`config.mk`:
```
export PLATFORM = sky130hd
export DESIGN_NAME = alt_vipitc121_sync_timing_gen_flat
export DESIGN_NICKNAME = d
export VERILOG_FILES = /design/src/rtl/alt_vipitc121_sync_timing_gen_pkg.sv /design/src/rtl/alt_vipitc121_sync_timing_gen_if.sv /design/src/rtl/alt_vipitc121_sync_region_cmp.sv /design/src/rtl/alt_vipitc121_sync_timing_gen.sv /design/src/flat_wrapper.sv
export SDC_FILE = /design/constraint.sdc
export NUM_CORES = 1
export LEC_CHECK = 0
export BUFFER_PORTS_ARGS = -buffer_cell sky130_fd_sc_hd__buf_2
export CAP_MARGIN = 20
export CORE_MARGIN = 2
export CORE_UTILIZATION = 25
export DETAILED_ROUTE_END_ITERATION = 10
export GPL_TIMING_DRIVEN = 0
export RECOVER_POWER = 50
export SLEW_MARGIN = 20
export SYNTH_ARGS = -nofsm -noshare
export SYNTH_HDL_FRONTEND = slang
export SYNTH_SLANG_ARGS = --single-unit
```
`constraint.sdc`:
```
create_clock -name clk -period 3.2 [get_ports clk]
set_input_delay 0.64 -clock clk [delete_from_list [all_inputs] [get_ports clk]]
set_output_delay 0.64 -clock clk [all_outputs]
set_load 0.01 [all_outputs]
```
`src/rtl/alt_vipitc121_sync_timing_gen_pkg.sv`:
```
// Shared types for the CVO sync timing generator and its Avalon-MM control slave:
// config-handshake state encoding and the timing configuration record.
package alt_vipitc121_sync_timing_gen_pkg;

  localparam int SYNC_WORD_LENGTH = 12;

  typedef enum logic [1:0] {
    ST_IDLE    = 2'd0,
    ST_PENDING = 2'd1,
    ST_APPLY   = 2'd2
  } sync_cfg_state_e;

  typedef struct packed {
    logic [SYNC_WORD_LENGTH-1:0] h_max;
    logic [SYNC_WORD_LENGTH-1:0] v_max;
    logic [SYNC_WORD_LENGTH-1:0] h_sync_start;
    logic [SYNC_WORD_LENGTH-1:0] h_sync_end;
    logic [SYNC_WORD_LENGTH-1:0] h_act_start;
    logic [SYNC_WORD_LENGTH-1:0] v_sync_start;
    logic [SYNC_WORD_LENGTH-1:0] v_sync_end;
    logic [SYNC_WORD_LENGTH-1:0] v_act_start;
    logic                        h_pol;
    logic                        v_pol;
  } sync_cfg_t;

  // Power-up timing: only the totals are meaningful, every compare point is zero.
  function automatic sync_cfg_t sync_cfg_defaults(input logic [SYNC_WORD_LENGTH-1:0] h_max,
                                                  input logic [SYNC_WORD_LENGTH-1:0] v_max);
    sync_cfg_t c;
    c       = '0;
    c.h_max = h_max;
    c.v_max = v_max;
    return c;
  endfunction

endpackage

```
`src/rtl/alt_vipitc121_sync_timing_gen_if.sv`:
```
// Counter/config/sync bundle between the generic counters, the control slave and
// the sync timing generator. slave = the timing generator side.
interface alt_vipitc121_sync_timing_gen_if
  import alt_vipitc121_sync_timing_gen_pkg::*;
#(
  parameter int WORD_LENGTH = SYNC_WORD_LENGTH
);
  logic                   enable;
  logic [WORD_LENGTH-1:0] h_count;
  logic [WORD_LENGTH-1:0] v_count;
  logic                   h_enable_count;
  logic                   start_count;
  logic [WORD_LENGTH-1:0] cfg_h_max;
  logic [WORD_LENGTH-1:0] cfg_v_max;
  logic [WORD_LENGTH-1:0] cfg_h_sync_start;
  logic [WORD_LENGTH-1:0] cfg_h_sync_end;
  logic [WORD_LENGTH-1:0] cfg_h_act_start;
  logic [WORD_LENGTH-1:0] cfg_v_sync_start;
  logic [WORD_LENGTH-1:0] cfg_v_sync_end;
  logic [WORD_LENGTH-1:0] cfg_v_act_start;
  logic                   cfg_h_pol;
  logic                   cfg_v_pol;
  logic                   cfg_update;
  logic                   cfg_ack;
  logic [WORD_LENGTH-1:0] h_max;
  logic [WORD_LENGTH-1:0] v_max;
  logic                   hsync;
  logic                   vsync;
  logic                   de;
  logic                   h_blank;
  logic                   v_blank;
  logic                   sol;
  logic                   sof;

  modport slave (
    input  enable, h_count, v_count, h_enable_count, start_count,
           cfg_h_max, cfg_v_max, cfg_h_sync_start, cfg_h_sync_end, cfg_h_act_start,
           cfg_v_sync_start, cfg_v_sync_end, cfg_v_act_start, cfg_h_pol, cfg_v_pol,
           cfg_update,
    output cfg_ack, h_max, v_max, hsync, vsync, de, h_blank, v_blank, sol, sof
  );

  modport master (
    output enable, h_count, v_count, h_enable_count, start_count,
           cfg_h_max, cfg_v_max, cfg_h_sync_start, cfg_h_sync_end, cfg_h_act_start,
           cfg_v_sync_start, cfg_v_sync_end, cfg_v_act_start, cfg_h_pol, cfg_v_pol,
           cfg_update,
    input  cfg_ack, h_max, v_max, hsync, vsync, de, h_blank, v_blank, sol, sof
  );

endinterface

```
`src/rtl/alt_vipitc121_sync_region_cmp.sv`:
```
// Per-axis region decode: sync window [start, end) and active region [act_start, max].
// Compare points beyond the axis total never fire, so a stale count cannot leak through.
module alt_vipitc121_sync_region_cmp
  import alt_vipitc121_sync_timing_gen_pkg::*;
#(
  parameter int WORD_LENGTH = SYNC_WORD_LENGTH
) (
  input  logic [WORD_LENGTH-1:0] i_count,
  input  logic [WORD_LENGTH-1:0] i_sync_start,
  input  logic [WORD_LENGTH-1:0] i_sync_end,
  input  logic [WORD_LENGTH-1:0] i_act_start,
  input  logic [WORD_LENGTH-1:0] i_max,
  output logic                   o_sync,
  output logic                   o_act
);

  logic w_sync_valid;
  logic w_act_valid;

  assign w_sync_valid = (i_sync_start <= i_max);
  assign w_act_valid  = (i_act_start <= i_max);

  assign o_sync = w_sync_valid && (i_count >= i_sync_start) && (i_count < i_sync_end);
  assign o_act  = w_act_valid && (i_count >= i_act_start);

endmodule

```
`src/rtl/alt_vipitc121_sync_timing_gen.sv`:
```
// Sync timing generator: decodes h/v counts into registered syncs/DE/blanking/strobes and
// applies double-buffered timing config only at a frame boundary (or while stopped).
module alt_vipitc121_sync_timing_gen
  import alt_vipitc121_sync_timing_gen_pkg::*;
#(
  parameter int WORD_LENGTH   = SYNC_WORD_LENGTH,
  parameter int H_MAX_DEFAULT = 1649,
  parameter int V_MAX_DEFAULT = 749
) (
  input  logic                                   clk,
  input  logic                                   reset_n,
  alt_vipitc121_sync_timing_gen_if.slave         bus
);

  localparam logic [WORD_LENGTH-1:0] L_H_MAX = WORD_LENGTH'(H_MAX_DEFAULT);
  localparam logic [WORD_LENGTH-1:0] L_V_MAX = WORD_LENGTH'(V_MAX_DEFAULT);
  localparam sync_cfg_t              L_CFG_RESET = sync_cfg_defaults(L_H_MAX, L_V_MAX);

  sync_cfg_state_e r_state;
  sync_cfg_t       r_staging;
  sync_cfg_t       r_shadow;
  logic            r_cfg_ack;

  sync_cfg_t       w_cfg_in;
  logic            w_frame_end;
  logic            w_sol;

  logic [WORD_LENGTH-1:0] w_axis_count     [2];
  logic [WORD_LENGTH-1:0] w_axis_sync_start[2];
  logic [WORD_LENGTH-1:0] w_axis_sync_end  [2];
  logic [WORD_LENGTH-1:0] w_axis_act_start [2];
  logic [WORD_LENGTH-1:0] w_axis_max       [2];
  logic                   w_axis_sync      [2];
  logic                   w_axis_act       [2];

  logic r_hsync, r_vsync, r_de, r_h_blank, r_v_blank, r_sol, r_sof;

  assign w_cfg_in = '{
    h_max:        bus.cfg_h_max,
    v_max:        bus.cfg_v_max,
    h_sync_start: bus.cfg_h_sync_start,
    h_sync_end:   bus.cfg_h_sync_end,
    h_act_start:  bus.cfg_h_act_start,
    v_sync_start: bus.cfg_v_sync_start,
    v_sync_end:   bus.cfg_v_sync_end,
    v_act_start:  bus.cfg_v_act_start,
    h_pol:        bus.cfg_h_pol,
    v_pol:        bus.cfg_v_pol
  };

  assign w_frame_end = bus.h_enable_count && (bus.h_count == r_shadow.h_max) &&
                       (bus.v_count == r_shadow.v_max);

  // Staging holds the latest request; a request coinciding with the boundary wins over it.
  always_ff @(posedge clk or negedge reset_n) begin
    if (!reset_n) begin
      r_state   <= ST_IDLE;
      r_staging <= L_CFG_RESET;
      r_shadow  <= L_CFG_RESET;
      r_cfg_ack <= 1'b0;
    end else begin
      r_cfg_ack <= 1'b0;
      case (r_state)
        ST_IDLE: begin
          if (bus.cfg_update) begin
            r_staging <= w_cfg_in;
            r_state   <= ST_PENDING;
          end
        end
        ST_PENDING: begin
          if (bus.cfg_update) begin
            r_staging <= w_cfg_in;
          end
          if (w_frame_end || !bus.enable) begin
            r_shadow  <= bus.cfg_update ? w_cfg_in : r_staging;
            r_cfg_ack <= 1'b1;
            r_state   <= ST_APPLY;
          end
        end
        ST_APPLY: begin
          if (bus.cfg_update) begin
            r_staging <= w_cfg_in;
            r_state   <= ST_PENDING;
          end else begin
            r_state   <= ST_IDLE;
          end
        end
        default: r_state <= ST_IDLE;
      endcase
    end
  end

  assign w_axis_count[0]      = bus.h_count;
  assign w_axis_sync_start[0] = r_shadow.h_sync_start;
  assign w_axis_sync_end[0]   = r_shadow.h_sync_end;
  assign w_axis_act_start[0]  = r_shadow.h_act_start;
  assign w_axis_max[0]        = r_shadow.h_max;
  assign w_axis_count[1]      = bus.v_count;
  assign w_axis_sync_start[1] = r_shadow.v_sync_start;
  assign w_axis_sync_end[1]   = r_shadow.v_sync_end;
  assign w_axis_act_start[1]  = r_shadow.v_act_start;
  assign w_axis_max[1]        = r_shadow.v_max;

  // Axis 0 = horizontal, axis 1 = vertical.
  generate
    for (genvar gi = 0; gi < 2; gi++) begin : g_axis
      alt_vipitc121_sync_region_cmp #(
        .WORD_LENGTH (WORD_LENGTH)
      ) u_cmp (
        .i_count      (w_axis_count[gi]),
        .i_sync_start (w_axis_sync_start[gi]),
        .i_sync_end   (w_axis_sync_end[gi]),
        .i_act_start  (w_axis_act_start[gi]),
        .i_max        (w_axis_max[gi]),
        .o_sync       (w_axis_sync[gi]),
        .o_act        (w_axis_act[gi])
      );
    end
  endgenerate

  assign w_sol = (bus.h_count == '0) && bus.start_count;

  always_ff @(posedge clk or negedge reset_n) begin
    if (!reset_n) begin
      r_hsync   <= 1'b0;
      r_vsync   <= 1'b0;
      r_de      <= 1'b0;
      r_h_blank <= 1'b0;
      r_v_blank <= 1'b0;
      r_sol     <= 1'b0;
      r_sof     <= 1'b0;
    end else if (!bus.enable) begin
      // Stopped: blank everything and park the syncs at their inactive level.
      r_hsync   <= r_shadow.h_pol;
      r_vsync   <= r_shadow.v_pol;
      r_de      <= 1'b0;
      r_h_blank <= 1'b1;
      r_v_blank <= 1'b1;
      r_sol     <= 1'b0;
      r_sof     <= 1'b0;
    end else begin
      r_hsync   <= w_axis_sync[0] ^ r_shadow.h_pol;
      r_vsync   <= w_axis_sync[1] ^ r_shadow.v_pol;
      r_de      <= w_axis_act[0] && w_axis_act[1];
      r_h_blank <= !w_axis_act[0];
      r_v_blank <= !w_axis_act[1];
      r_sol     <= w_sol;
      r_sof     <= w_sol && (bus.v_count == '0);
    end
  end

  assign bus.h_max   = r_shadow.h_max;
  assign bus.v_max   = r_shadow.v_max;
  assign bus.cfg_ack = r_cfg_ack;
  assign bus.hsync   = r_hsync;
  assign bus.vsync   = r_vsync;
  assign bus.de      = r_de;
  assign bus.h_blank = r_h_blank;
  assign bus.v_blank = r_v_blank;
  assign bus.sol     = r_sol;
  assign bus.sof     = r_sof;

endmodule

```
`src/flat_wrapper.sv`:
```
// flat-port wrapper written by rule: the top's interface ports become plain ports
module alt_vipitc121_sync_timing_gen_flat import alt_vipitc121_sync_timing_gen_pkg::*;
#(
  parameter int WORD_LENGTH   = SYNC_WORD_LENGTH,
  parameter int H_MAX_DEFAULT = 1649,
  parameter int V_MAX_DEFAULT = 749
)
  (clk, reset_n, bus_enable, bus_h_count, bus_v_count, bus_h_enable_count, bus_start_count, bus_cfg_h_max, bus_cfg_v_max, bus_cfg_h_sync_start, bus_cfg_h_sync_end, bus_cfg_h_act_start, bus_cfg_v_sync_start, bus_cfg_v_sync_end, bus_cfg_v_act_start, bus_cfg_h_pol, bus_cfg_v_pol, bus_cfg_update, bus_cfg_ack, bus_h_max, bus_v_max, bus_hsync, bus_vsync, bus_de, bus_h_blank, bus_v_blank, bus_sol, bus_sof);
  alt_vipitc121_sync_timing_gen_if #(.WORD_LENGTH(WORD_LENGTH)) bus_i ();
  input  logic clk;
  input  logic reset_n;
  input wire logic [$bits(bus_i.enable)-1:0] bus_enable;
  input wire logic [$bits(bus_i.h_count)-1:0] bus_h_count;
  input wire logic [$bits(bus_i.v_count)-1:0] bus_v_count;
  input wire logic [$bits(bus_i.h_enable_count)-1:0] bus_h_enable_count;
  input wire logic [$bits(bus_i.start_count)-1:0] bus_start_count;
  input wire logic [$bits(bus_i.cfg_h_max)-1:0] bus_cfg_h_max;
  input wire logic [$bits(bus_i.cfg_v_max)-1:0] bus_cfg_v_max;
  input wire logic [$bits(bus_i.cfg_h_sync_start)-1:0] bus_cfg_h_sync_start;
  input wire logic [$bits(bus_i.cfg_h_sync_end)-1:0] bus_cfg_h_sync_end;
  input wire logic [$bits(bus_i.cfg_h_act_start)-1:0] bus_cfg_h_act_start;
  input wire logic [$bits(bus_i.cfg_v_sync_start)-1:0] bus_cfg_v_sync_start;
  input wire logic [$bits(bus_i.cfg_v_sync_end)-1:0] bus_cfg_v_sync_end;
  input wire logic [$bits(bus_i.cfg_v_act_start)-1:0] bus_cfg_v_act_start;
  input wire logic [$bits(bus_i.cfg_h_pol)-1:0] bus_cfg_h_pol;
  input wire logic [$bits(bus_i.cfg_v_pol)-1:0] bus_cfg_v_pol;
  input wire logic [$bits(bus_i.cfg_update)-1:0] bus_cfg_update;
  output wire logic [$bits(bus_i.cfg_ack)-1:0] bus_cfg_ack;
  output wire logic [$bits(bus_i.h_max)-1:0] bus_h_max;
  output wire logic [$bits(bus_i.v_max)-1:0] bus_v_max;
  output wire logic [$bits(bus_i.hsync)-1:0] bus_hsync;
  output wire logic [$bits(bus_i.vsync)-1:0] bus_vsync;
  output wire logic [$bits(bus_i.de)-1:0] bus_de;
  output wire logic [$bits(bus_i.h_blank)-1:0] bus_h_blank;
  output wire logic [$bits(bus_i.v_blank)-1:0] bus_v_blank;
  output wire logic [$bits(bus_i.sol)-1:0] bus_sol;
  output wire logic [$bits(bus_i.sof)-1:0] bus_sof;
  assign bus_i.enable = bus_enable;
  assign bus_i.h_count = bus_h_count;
  assign bus_i.v_count = bus_v_count;
  assign bus_i.h_enable_count = bus_h_enable_count;
  assign bus_i.start_count = bus_start_count;
  assign bus_i.cfg_h_max = bus_cfg_h_max;
  assign bus_i.cfg_v_max = bus_cfg_v_max;
  assign bus_i.cfg_h_sync_start = bus_cfg_h_sync_start;
  assign bus_i.cfg_h_sync_end = bus_cfg_h_sync_end;
  assign bus_i.cfg_h_act_start = bus_cfg_h_act_start;
  assign bus_i.cfg_v_sync_start = bus_cfg_v_sync_start;
  assign bus_i.cfg_v_sync_end = bus_cfg_v_sync_end;
  assign bus_i.cfg_v_act_start = bus_cfg_v_act_start;
  assign bus_i.cfg_h_pol = bus_cfg_h_pol;
  assign bus_i.cfg_v_pol = bus_cfg_v_pol;
  assign bus_i.cfg_update = bus_cfg_update;
  assign bus_cfg_ack = bus_i.cfg_ack;
  assign bus_h_max = bus_i.h_max;
  assign bus_v_max = bus_i.v_max;
  assign bus_hsync = bus_i.hsync;
  assign bus_vsync = bus_i.vsync;
  assign bus_de = bus_i.de;
  assign bus_h_blank = bus_i.h_blank;
  assign bus_v_blank = bus_i.v_blank;
  assign bus_sol = bus_i.sol;
  assign bus_sof = bus_i.sof;
  alt_vipitc121_sync_timing_gen #(.WORD_LENGTH(WORD_LENGTH), .H_MAX_DEFAULT(H_MAX_DEFAULT), .V_MAX_DEFAULT(V_MAX_DEFAULT)) u_core (.clk(clk), .reset_n(reset_n), .bus(bus_i));
endmodule
```
# After elaboration in Yosys (flattened, before gate mapping)

Index checks and enable logic that the tools add are counted.

Register bits: 206
Bits of input ports: 128
Output and inout bits: 32
Word-level logic and storage cells: 82

Order comparisons: 10
Equal/unequal tests: 6
Muxes and demuxes: 14
Bitwise gates (word level): 2
Reduce and logical (&&, ||, !) cells: 21

Operators by type and width:

| cell                                                                     | number |
|---|---|
| 98-bit 2-to-1 mux                                                        | 1 |
| 12-bit greater-or-equal comparator                                       | 4 |
| 12-bit less-or-equal comparator                                          | 4 |
| 12-bit equality test                                                     | 2 |
| 12-bit zero test                                                         | 2 |
| 12-bit less-than comparator                                              | 2 |
| 1-bit logical AND                                                        | 11 |
| 1-bit 2-to-1 mux                                                         | 10 |
| 2-bit one-hot mux with 3 select lines                                    | 1 |
| 2-bit 2-to-1 mux                                                         | 2 |
| 2-bit AND reduction                                                      | 2 |
| 1-bit zero test                                                          | 3 |
| 3-bit OR reduction                                                       | 1 |
| 2-bit by 1-bit equality test with 1-bit output (second input constant)   | 1 |
| 2-bit equality test (second input constant)                              | 1 |
| 2-bit zero test                                                          | 1 |
| 2-bit by 1-bit inequality test with 1-bit output (second input constant) | 1 |
| 2-bit inequality test (second input constant)                            | 1 |
| 1-bit XOR                                                                | 2 |
| 1-bit logical OR                                                         | 1 |

# Logic depth before layout (Yosys ltp)

Depth in word-level cells: 6
Depth in mapped cells: 9

# By module

Synthesis repeated with hierarchy kept, for this count alone.

Cell total of the unflattened synthesis: 1112
Area, all modules: 12056.6 sq um

Modules (own cells, without submodules):

| module                                                  | times used | cells an instance | area an instance (sq um) |
|---|---|---|---|
| alt_vipitc121_sync_timing_gen                           | 1          | 740               | 9245.1 |
| alt_vipitc121_sync_region_cmp at u_core.g_axis[1].u_cmp | 1          | 186               | 1406.3 |
| alt_vipitc121_sync_region_cmp at u_core.g_axis[0].u_cmp | 1          | 186               | 1405.1 |

# Least setup slack after synthesis

Ideal clock, no wire load.

Path type: input-to-reg
From: in bus_v_count[1]
To: reg u_core.r_shadow[0] (netlist bit)
Library setup time: 0.125 ns
Data arrival time: 2.312 ns
Data required time: 3.075 ns
Slack: 0.763 ns
Stages: 8
Buffers on the path: 2
Path through: xor2_1 -> nor4_1 -> nand3_1 -> o41ai_2 -> and3b_1 -> buf_4 -> buf_6 -> mux2_2

Cells in the longest elaborated chain, start to end: 4

Ends and longest elaborated chain:

| item                                 | line                                | RTL |
|---|---|---|
| start: declaration                   | flat_wrapper.sv:14                  | `input wire logic [$bits(bus_i.v_count)-1:0] bus_v_count;` |
| 12-bit equality test                 | alt_vipitc121_sync_timing_gen.sv:52 | `(bus.v_count == r_shadow.v_max);` |
| 1-bit logical AND                    | alt_vipitc121_sync_timing_gen.sv:51 | `assign w_frame_end = bus.h_enable_count && (bus.h_count == r_shadow.h_max) &&` |
| 1-bit logical OR                     | alt_vipitc121_sync_timing_gen.sv:74 | `if (w_frame_end \|\| !bus.enable) begin` |
| 2-bit AND reduction (no source line) | --                                  |  |
| end signal: assignment               | alt_vipitc121_sync_timing_gen.sv:75 | `r_shadow <= bus.cfg_update ? w_cfg_in : r_staging;` |
| end: declaration                     | alt_vipitc121_sync_timing_gen.sv:21 | `sync_cfg_t r_shadow;` |

Every way passes these cells.
A chain may end at the register's enable or synchronous reset.

# Final worst setup path

From: reg u_core.r_shadow (netlist bit u_core.bus.v_max[5])
To: reg u_core.r_shadow[72] (netlist bit)

Cells in the longest elaborated chain, start to end: 4

Ends and longest elaborated chain:

| item                                 | line |
|---|---|
| 12-bit equality test                 | alt_vipitc121_sync_timing_gen.sv:52 |
| 1-bit logical AND                    | alt_vipitc121_sync_timing_gen.sv:51 |
| 1-bit logical OR                     | alt_vipitc121_sync_timing_gen.sv:74 |
| 2-bit AND reduction (no source line) | -- |

Every way passes these cells.

==> flow_summary.yaml <==
floorplan:
  rows: 79
  dieArea_um2: 49200
  start_util_pct: 25.4
  fp.dieH_um: 222
  ios: 160
  fp.coreArea_um2: 46700
  fp.dieW_um: 222
detailed_routing:
  detail-route-antenna-nets: 0
  drc: 28
  vias: 8187
  first_pass_iters: 8
  avgRoutedWirePerCell_um: 19.5
  vias_per_cell: 4.58
  totalWireLength_um: 34800
  drt_iter0_drc: 387
final_layout:
  final_nets: 1411
  drive_gt1_share_pct: 30.2
  fin_cells: 1787
  multi_input_area_um2: 5940
  final_core_util_pct: 30.4
  syn2layout_area_growth_pct: 19.6
  num-fill-cells: 4861
  seq_area_um2: 5190
yosys:
  yosys_warnings: 0
  synthCells: 979
  synth_common_cells: "184 x mux2i_1, 180 x dfrtp_1, 118 x ha_1, 111 x mux2_2, 97 x inv_1"
  async_flop_share_pct: 100
  synth_top_area_cell: "dfrtp_1"
  syn-num-nets: 1225
  avgSynthCellArea_um2: 12.1
  yosysMostFrequentCell: "mux2i_1"
  synth_area_um2: 11800
  ys.flop_type: "dfrtp_1"
  seq_area_frac_synth_pct: 43.8
  ys_types: 36
  synth_top_area_share_pct: 38.0
  synth_area_leaders: "dfrtp_1 38%, mux2i_1 16%, ha_1 12%, mux2_2 11%, dfstp_2 5.8%"
  synth-edff-count: 0
  ys_ff_latch: 206
worst_hold_path:
  hp-class: "input pin to register"
  holdPathEnd: "u_core.r_staging[80]"
  min_delay_path_depth: 2
  hp-start: "bus_cfg_v_max[6]"
clock_tree:
  cts.sinks: 206
  cts-htree-levels: 1
  clk_path_buf_depth: 3
  cts.clk_slew.worst_paths_ns: 0.06
  cts_buffers: 24
  clk_latency_ns: 0.53
  cts-root-buf: "clkbuf_16"
  post_cts_buffers: 0
  hold_buffers: 0
  cts_tree: "yes"
  ctsResizeCount: 0
worst_setup_path:
  worstRegToRegCells: 9
  slowest_delay_ns: 0.55
  path_class: "register to register"
  cpMostUsedCell: "buf_6"
  cp_max_fo: 10
  path_cells: "xor2_1 -> nor4_1 -> nand3_1 -> o41ai_2 -> and3b_1 -> buf_4 -> buf_6 -> buf_6 -> mux2i_1"
  cp.arrival_ns: 3.24
  slowest_stage: "dfstp_2"
  cp_data_required_time_ns: 3.65
  r2r_slack_ns: 0.41
  reg2reg_to: "u_core.r_shadow[72]"
  critPathLaunchType: "register"
  cp.buffers_inverters: 3
  path_delay_family: "simple AND/OR/NAND/NOR gates"
  r2r_start: "u_core.bus.v_max[5]"
  endpoint_kind: "register"
global_route:
  gr-total-overflow: 0
  grt_antenna_before_repair: 9
  grt_max_degree: 96
  grtUsageTotal_pct: 14.0
  grt_first_pass_wirelength_um: 52000
  grt_pass1_vias: 8535
run_status:
  status: "finished, violations left"
  violations: "DRC, capacitance limit, slew limit"
sta:
  final.period_utilization_pct: 87.1
  worst_slew_pin_slew_ns: 2.67
  period_minus_slack_ns: 2.79
  setup_violations: 0
  maxSlewViolCount: 52
  rsz0062_at_grt: "false"
  fmax_mhz: 359
  hold_viol: 0
  clock_skew_ns: 0.0110
  relSlewSlack_pct: -78.0
job:
  maxCapViolCount: 1
power_and_ir_drop:
  cellLeakagePower_nw: 6.79
  vdd_ir_drop_max_uv: 385
  p_per_area_nw_per_um2: 690
place:
  dp_hpwl_um: 27700
  io_buffer_count: 158
  post-place-cells: 1746
  gp_congestion: 0.883
## cell families (layout without fill, tap and decap cells)
kind of cell	Yosys count	count (layout)	synth area share, %
and+or+nand+nor	86	86	4.28
buffers and inverters	154	354	6.09
muxes	295	295	26.1
xor gates and xnor gates	26	26	1.92
DFF	206	206	43.8
adders and majority gates	118	118	12.5
AOI/OAI and AO/OA	94	94	5.37
other	0	1	0
## sequential cells by signal, summed over array words and instances (netlist names), 2 cells and up
signal / cells
u_core.r_staging: 98
u_core.r_shadow: 74
u_core.bus.h_max: 12
u_core.bus.v_max: 12
u_core.r_state: 2
## per-layer routing
layer	vias to the layer above	part of all wire (%)	track usage, %
li1	3848	-	-
met2	191	47	23.7
met3	54	5.8	3.26
met4	10	1.7	2.55
met5	-	0.14	0
met1	4084	45	18.5
## stage by stage
step                      setup WS, ns  power (mW)  cell area (um2)  TNS [ns]  hold WS (ns)
after detailed placement        0.0134        7.17            13500         0         0.471
after CTS                        0.413        9.88            14200         0        0.0371
after global routing             0.225        10.5            14200         0         0.342
final                            0.412        9.78            14200         0         0.357
after floorplan                  0.763        5.98            11800         0         0.344
after global placement           -2.17        7.01            13400   -407.57         0.454
## area by class of cell
| class | instances | area share, % |
|---|---|---|
| Antenna cell | 1 | 0.0177 |
| Buffer | 57 | 2.42 |
| Clock buffer | 33 | 4.77 |
| Clock inverter | 7 | 0.450 |
| Inverter | 97 | 2.57 |
| Multi-Input combinational cell | 619 | 41.9 |
| Sequential cell | 206 | 36.6 |
| Tap cell | 607 | 5.36 |
| Timing Repair Buffer | 160 | 5.93 |
## power by group
part	switching (mW)	internal, mW
clock network	1.12	1.55
logic	1.84	1.56
registers	0.410	3.30
total	3.37	6.41
## worst max-delay path by stage
stage / slack (ns) / startpoint / depth (start not counted) / to
after floorplan: 0.76 / bus_v_count[1] / 8 / u_core.r_shadow[0]
after global placement: -2.17 / reset_n / 1 / u_core.bus.cfg_ack
after detailed placement: 0.01 / bus_h_count[1] / 7 / u_core.bus.hsync
after CTS: 0.41 / u_core.bus.v_max[5] / 9 / u_core.r_shadow[72]
after global routing: 0.23 / reset_n / 1 / u_core.r_staging[14]
final: 0.41 / u_core.bus.v_max[5] / 9 / u_core.r_shadow[72]
## cell usage in the layout (no fill, tap or decap), drive strengths merged
cell type and count:
mux2 111, a21o 27, diode 1, o21ai 7, dfstp 26, a211o 2
nor2 6, nor2b 7, dfrtp 180, a21oi 31, or4 1, and3b 3
o31ai 1, o211ai 3, a211oi 7, and4 3, nand3 12, nor3 4
nand2 7, nor4b 2, dlymetal6s2s 1, bufinv 1, xor2 15, nand4 24
ha 118, nand2b 10, buf 182, clkinv 6, inv 97, nor4 7
o221ai 3, a21boi 1, mux2i 184, o21a 2, xnor2 11, a2111oi 9
o41ai 1, clkbuf 67
## worst reg2reg max path, delay by kind of cell, from the launching register on
family	cells	cell delay (ns)
compound gates	1	0.47
xor+xnor	1	0.07
buf+inv	3	0.59
flops	1	0.55
mux	1	0.22
simple gates	3	0.82
(Power assumes the default switching activity.)
